$ cat src/rtl/execute_stage_mc.sv
// execute_stage_mc: execute stage with valid/ready handshake, flush, operand forwarding
// and an iterative RV32M/RV64M multiply/divide unit beside the single-cycle ALU.
module execute_stage_mc #(
    parameter int WIDTH     = 32,
    parameter int REG_W     = 5,
    parameter bit MULDIV_EN = 1
) (
    input  logic             clk_i,
    input  logic             rst_ni,
    input  logic             flush_i,
    input  logic             in_v_i,
    output logic             in_ready_o,
    input  logic [WIDTH-1:0] pc_i,
    input  logic [WIDTH-1:0] rs1_data_i,
    input  logic [WIDTH-1:0] rs2_data_i,
    input  logic [WIDTH-1:0] imm_i,
    input  logic [REG_W-1:0] rd_i,
    input  logic [2:0]       funct3_i,
    input  logic             alt_i,
    input  logic             imm_v_i,
    input  logic             rs1_pc_sel_i,
    input  logic             imm_pass_i,
    input  logic             m_v_i,
    input  logic             fwd_ex_rs1_i,
    input  logic             fwd_ex_rs2_i,
    input  logic             fwd_mem_rs1_i,
    input  logic             fwd_mem_rs2_i,
    input  logic [WIDTH-1:0] mem_result_i,
    output logic             out_v_o,
    input  logic             out_ready_i,
    output logic [REG_W-1:0] out_rd_o,
    output logic [WIDTH-1:0] out_result_o,
    output logic [WIDTH-1:0] out_data_o,
    output logic             busy_o
);
    localparam int SH = $clog2(WIDTH);
    typedef enum logic [1:0] {IDLE, BUSY, DONE} state_t;
    state_t             state;
    logic [SH-1:0]      cnt;
    logic [WIDTH-1:0]   fwd_rs1, fwd_rs2, op_a, op_b, alu_raw, alu_res, sra;
    logic [WIDTH-1:0]   hi, lo, mc, md_data, md_res, quo, rem, abs_a, abs_b, div_diff;
    logic [2:0]         md_op;
    logic [REG_W-1:0]   md_rd;
    logic               sa, sb, dz, accept, md_accept, a_signed, b_signed, sign_a, sign_b, div_ge;
    logic [WIDTH:0]     mul_sum, div_rs;
    logic [2*WIDTH-1:0] prod;
    assign in_ready_o = state == IDLE && (!out_v_o || out_ready_i);
    assign accept     = in_v_i && in_ready_o && !flush_i;
    assign md_accept  = accept && m_v_i && MULDIV_EN;
    // Execute-stage forwarding wins over memory-stage forwarding because it is younger.
    always_comb begin
        fwd_rs1 = fwd_ex_rs1_i ? out_result_o : fwd_mem_rs1_i ? mem_result_i : rs1_data_i;
        fwd_rs2 = fwd_ex_rs2_i ? out_result_o : fwd_mem_rs2_i ? mem_result_i : rs2_data_i;
        op_a    = rs1_pc_sel_i ? pc_i : fwd_rs1;
        op_b    = imm_v_i ? imm_i : fwd_rs2;
        sra     = $signed(op_a) >>> op_b[SH-1:0];
        case (funct3_i)
            3'b000:  alu_raw = alt_i ? op_a - op_b : op_a + op_b;
            3'b001:  alu_raw = op_a << op_b[SH-1:0];
            3'b010:  alu_raw = {{(WIDTH-1){1'b0}}, $signed(op_a) < $signed(op_b)};
            3'b011:  alu_raw = {{(WIDTH-1){1'b0}}, op_a < op_b};
            3'b100:  alu_raw = op_a ^ op_b;
            3'b101:  alu_raw = alt_i ? sra : op_a >> op_b[SH-1:0];
            3'b110:  alu_raw = op_a | op_b;
            default: alu_raw = op_a & op_b;
        endcase
        alu_res  = imm_pass_i ? imm_i : alu_raw;
        a_signed = funct3_i != 3'b011 && funct3_i != 3'b101 && funct3_i != 3'b111;
        b_signed = funct3_i == 3'b000 || funct3_i == 3'b001 || funct3_i == 3'b100 || funct3_i == 3'b110;
        sign_a   = a_signed && op_a[WIDTH-1];
        sign_b   = b_signed && op_b[WIDTH-1];
        abs_a    = sign_a ? -op_a : op_a;
        abs_b    = sign_b ? -op_b : op_b;
        mul_sum  = {1'b0, hi} + (lo[0] ? {1'b0, mc} : {(WIDTH+1){1'b0}});
        div_rs   = {hi, lo[WIDTH-1]};
        div_ge   = div_rs >= {1'b0, mc};
        div_diff = div_rs[WIDTH-1:0] - mc;
        prod     = (sa ^ sb) ? -{hi, lo} : {hi, lo};
        // A zero divisor leaves an all-ones quotient, which must not be negated.
        quo      = (sa ^ sb) && !dz ? -lo : lo;
        rem      = sa ? -hi : hi;
        md_res   = md_op[2] ? (md_op[1] ? rem : quo) : (md_op == 3'b000 ? prod[WIDTH-1:0] : prod[2*WIDTH-1:WIDTH]);
    end
    always_ff @(posedge clk_i or negedge rst_ni) begin
        if (!rst_ni) begin
            state        <= IDLE;
            cnt          <= '0;
            busy_o       <= 1'b0;
            out_v_o      <= 1'b0;
            out_rd_o     <= '0;
            out_result_o <= '0;
            out_data_o   <= '0;
            hi           <= '0;
            lo           <= '0;
            mc           <= '0;
            md_op        <= '0;
            md_rd        <= '0;
            md_data      <= '0;
            sa           <= 1'b0;
            sb           <= 1'b0;
            dz           <= 1'b0;
        end else if (flush_i) begin
            state   <= IDLE;
            cnt     <= '0;
            busy_o  <= 1'b0;
            out_v_o <= 1'b0;
        end else begin
            if (accept && !md_accept) begin
                out_v_o      <= 1'b1;
                out_rd_o     <= rd_i;
                out_result_o <= alu_res;
                out_data_o   <= fwd_rs2;
            end else if (state == DONE && (!out_v_o || out_ready_i)) begin
                out_v_o      <= 1'b1;
                out_rd_o     <= md_rd;
                out_result_o <= md_res;
                out_data_o   <= md_data;
                state        <= IDLE;
            end else if (out_ready_i) begin
                out_v_o <= 1'b0;
            end
            if (md_accept) begin
                state   <= BUSY;
                busy_o  <= 1'b1;
                cnt     <= '0;
                md_op   <= funct3_i;
                md_rd   <= rd_i;
                md_data <= fwd_rs2;
                sa      <= sign_a;
                sb      <= sign_b;
                dz      <= op_b == '0;
                hi      <= '0;
                lo      <= funct3_i[2] ? abs_a : abs_b;
                mc      <= funct3_i[2] ? abs_b : abs_a;
            end
            // hi:lo is the product for multiply, remainder:quotient for divide.
            if (state == BUSY) begin
                cnt <= cnt + 1'b1;
                if (&cnt) begin
                    state  <= DONE;
                    busy_o <= 1'b0;
                end
                if (md_op[2]) begin
                    hi <= div_ge ? div_diff : div_rs[WIDTH-1:0];
                    lo <= {lo[WIDTH-2:0], div_ge};
                end else begin
                    {hi, lo} <= {mul_sum, lo[WIDTH-1:1]};
                end
            end
        end
    end
endmodule
$ cat config.mk
export PLATFORM = sky130hd
export DESIGN_NAME = execute_stage_mc
export DESIGN_NICKNAME = d
export VERILOG_FILES = /design/src/rtl/execute_stage_mc.sv
export SDC_FILE = /design/constraint.sdc
export NUM_CORES = 2
export LEC_CHECK = 0
export CORE_ASPECT_RATIO = 1.2
export CORE_MARGIN = 2
export CORE_UTILIZATION = 39
export CTS_BUF_LIST = sky130_fd_sc_hd__clkbuf_8
export DETAILED_ROUTE_END_ITERATION = 7
export GPL_ROUTABILITY_DRIVEN = 1
export REMOVE_ABC_BUFFERS = 1
export SETUP_SLACK_MARGIN = 0.1
export SLEW_MARGIN = 20
export SYNTH_ARGS = -nofsm -noshare
export SYNTH_HDL_FRONTEND = slang
export SYNTH_SLANG_ARGS = --single-unit
$ cat constraint.sdc
create_clock -name clk_i -period 14.3 [get_ports clk_i]
set_clock_uncertainty 0.15 [all_clocks]
set_input_delay 2.86 -clock clk_i [delete_from_list [all_inputs] [get_ports clk_i]]
set_output_delay 2.86 -clock clk_i [all_outputs]
set_load 0.01 [all_outputs]
==> metrics.md <==
| Metric | Value |
|---|---|
| Status | finished clean |
| Area growth, synth to finish | 14.4% |
| Vias in the first global route | roughly 33,000 |
| Row count | between 100 and 150 |
| Die ar. | around 0.08 sq mm |
| Crit path capture | out_result_o[31]$_DFFE_PN0P_ |
| Max clock buf depth | 3 |
| Worst R2R Setup Slack | slightly below 9000 ps |
| RR Startpoint | out_result_o[2]$_DFFE_PN0P_ |
| Final Hold Viols | 0 |
| Worst-path cell chain | clkdlybuf4s50_1 -> nand2b_2 -> o221ai_1 -> ha_1 -> o21bai_1 -> o211ai_1 -> a311oi_1 -> nand3_1 -> a31oi_1 -> a311o_1 -> a2111oi_0 -> or4_1 -> a31o_2 -> nand3_1 |
| IO Count | around 250 |
| Via density | 6.49 |
| Crit path capture type | flip-flop |
| Starting Density | around 39% |
| Grt peak-use layer | met2 |
| Skew-Pair Late Insertion Delay | slightly above 700 ps |
| CP max FO | 26 |
| Layout cells sized above 1 | 7.99% |
| Post-layout net count | roughly 4,500 |
| Top FF cell, synth | dfrtp_1 |
| Remaining antenna violation count | 0 |
| DIE HEIGHT | 306 um |
| Synth area leaders | dfrtp_1, mux2i_1, ha_1 |
| Setup CP Type | in -> reg |
| Core area | around 0.075 sq mm |
| H-tree Lvls | 2 |
| Worst reg-to-reg path cell count | 15 |
| Worst flop-to-flop path endpoint | out_result_o[21]$_DFFE_PN0P_ |
| 1st-iter DRT viols | between 3,000 and 4,000 |
| Worst Setup Slack, final | 5600 ps |
| Critical Path Max Stage Delay | around 980 ps |
| Sequential share of the synthesized area | between 10% and 20% |
| GRT Util Overall | 39.9% |
| Place WS | 5120 ps |
| Cell area after synthesis | 0.0296 sq mm |
| GR Overflow Total | 0 |
| Worst VDD drop | between 60 and 70 uV |
| CTS tree | built |
| Worst Setup Start Kind | input pin |
| Root Buffer | clkbuf_8 |
| Die X | ~260 um |
| Post-layout min period | between 8000 and 9000 ps |
| Synth warn | 0 |
| Hold-fix buffers, CTS | 0 |
| Post-synth top area share | between 10% and 20% |
| Initial antenna violation count | 3 |
| Setup TNS Final | 0 ps |
| Placer Congestion | approximately 1.1 |
| Avg Cell Area, Syn | about 7.2 sq um |
| Most frequent cell after synthesis | nand2_1 |
| First-pass GRT wire length | ~230,000 um |
| RSZ-0062 raised after global routing | no |
| Post-synth top cells | nand2_1, nor2_1, o21ai_0 |
| Met1 GRT Util | about 50% |
| HP Class | reg -> reg |
| Leak Pwr | around 14 nW |
| Crit-path slowest cell | o221ai_1 |
| Max Cap Violations | 0 |
| Clock sink count | 217 |
| Clock buffer count from CTS | 44 |
| Routing usage on met2 | 62.6% |
| Async SR Flop Fraction | between 90% and 100% |
| Worst Path Arrival | around 9000 ps |
| DRT Pass-1 Iters | 6 |
| Slew @ Worst Pin | around 1300 ps |
| Largest area contributor in the netlist | dfrtp_1 |
| Max-slew headroom | between 10% and 20% |
| Met3 Usage GRT | 7.92% |
| Required time worst endpoint | 14,780 ps |
| Power consumption | ~5 mW |
| Drt total wl | about 160,000 um |
| Crit path buffers/inverters | 1 |
| Setup Viol. Count Final | 0 |
| Post-CTS Setup Bufs | 0 |
| Clock-pin slew on the worst setup and hold paths | about 60 ps |
| CP top delay family | compound AO/OA/AOI/OAI gates |
| Largest net degree at the start of global routing | ~100 |
| Tcrit/Tclk final | between 60% and 70% |
| #FFs+latches synth | ~220 |
| Max-slew violations | 0 |
| Most used cell, CP | nand3_1 |
| Post-synth cell types | between 80 and 90 |
| Count of input and output buffers | between 200 and 300 |
| Routed WL per cell | 30.9 um |
| HPWL Detailed | about 120,000 um |
| Cells after Synth | about 4,000 |
| DRC violations left | 0 |
| Cts repair resizes | 0 |
| Crit path from | fwd_ex_rs1_i |
| Number of synthesized flops with an enable pin | 0 |
| Vias after detailed routing | about 34,000 |
| Pwr/cell area | ~150 mW/mm^2 |
| Critical path depth | 14 |
| Fmax | around 110 MHz |
-- power breakdown --
group          internal, mW  switching [mW]  total [mW]
combinational          1.20            2.00        3.20
sequential            0.775           0.298        1.07
clock                 0.374           0.351       0.725
-- per-stage QoR --
stage	cell area (sq um)	util (%)	instances	hold slack, ps
floorplan	28300	-	3774	296
global placement	33000	43.9	5137	308
detailed placement	33000	43.9	5137	312
CTS	33900	45.1	5214	327
global route	33900	45.1	5216	351
finish	33900	45.1	5218	328
-- registers in the layout, indices dropped and copies added, names as in the netlist --
signal	count
hi	32
lo	32
mc	32
md_data	32
out_data_o	32
out_result_o	32
cnt	5
md_rd	5
out_rd_o	5
md_op	3
state	2
busy_o	1
dz	1
out_v_o	1
sa	1
sb	1
-- cells by family (layout without fill, tap and decap cells) --
kind of cell,count (synthesis),in the layout,synth area share [%]
adder cells (fa/ha/maj),171,171,7.33
buffers and inverters,495,595,6.57
XOR/XNOR,248,248,7.33
flip-flops,217,217,18.3
AO/OA/AOI/OAI,1342,1342,29.6
multiplexers,291,291,10.2
AND/OR/NAND/NOR,1342,1342,20.6
other,0,4,0
-- area by class of cell --
type / count / area, sq um
Multi-Input combinational cell: 3394 / 22400
Clock buffer: 53 / 729
Sequential cell: 217 / 5430
Clock inverter: 24 / 178
Timing Repair Buffer: 355 / 3260
Tap cell: 1008 / 1260
Inverter: 163 / 612
Fill cell: 7855 / 41300
Antenna cell: 4 / 10.0
-- worst register-to-register path: stages (launching register included) --
cell and delay [ps]:
dfrtp_1 610, o221ai_4 170, buf_4 290, inv_2 570, buf_4 590, ha_1 370, a21o_1 140, nand2_1 90
and4_1 220, o21ai_0 770, o2111ai_1 230, o21bai_1 390, a2111oi_0 180, a211oi_1 310, xnor2_1 160, o211ai_1 120
-- worst min path at each step --
stage / cells past startpoint / to / start / slack (ps)
after floorplan: 2 / md_rd[0]$_DFFE_PN0P_ / md_rd[0]$_DFFE_PN0P_ / 300
after global placement: 2 / md_data[6]$_DFFE_PN0P_ / md_data[6]$_DFFE_PN0P_ / 310
after detailed placement: 2 / md_data[0]$_DFFE_PN0P_ / md_data[0]$_DFFE_PN0P_ / 310
after CTS: 2 / md_data[0]$_DFFE_PN0P_ / md_data[0]$_DFFE_PN0P_ / 330
final: 2 / md_data[13]$_DFFE_PN0P_ / md_data[13]$_DFFE_PN0P_ / 330
after global routing: 2 / md_data[6]$_DFFE_PN0P_ / md_data[6]$_DFFE_PN0P_ / 350
-- per-layer routing --
metal / routed length [um] / part of all wire (%)
met1: 63800 / 40
met2: 71400 / 44
met3: 13800 / 8.6
met4: 12300 / 7.6
met5: 0 / 0
-- cells in the final DEF, fill, tap and decap left out, types with 53 or more instances in the layout --
cell / synthesis / final
mux2_2: 77 / 77
nor3_1: 95 / 93
clkdlybuf4s50_1: 0 / 242
xnor2_1: 161 / 160
buf_4: 2 / 103
nand3_1: 82 / 82
o211ai_1: 78 / 78
nand2_1: 466 / 465
dfrtp_1: 217 / 216
ha_1: 167 / 167
inv_1: 154 / 166
nor2_1: 414 / 408
a21oi_1: 314 / 314
nand2b_1: 76 / 74
xor2_1: 87 / 86
a31oi_1: 99 / 98
o21ai_0: 328 / 323
clkbuf_8: 0 / 53
a211oi_1: 65 / 65
mux2i_1: 214 / 214
(Power assumes the default switching activity.)
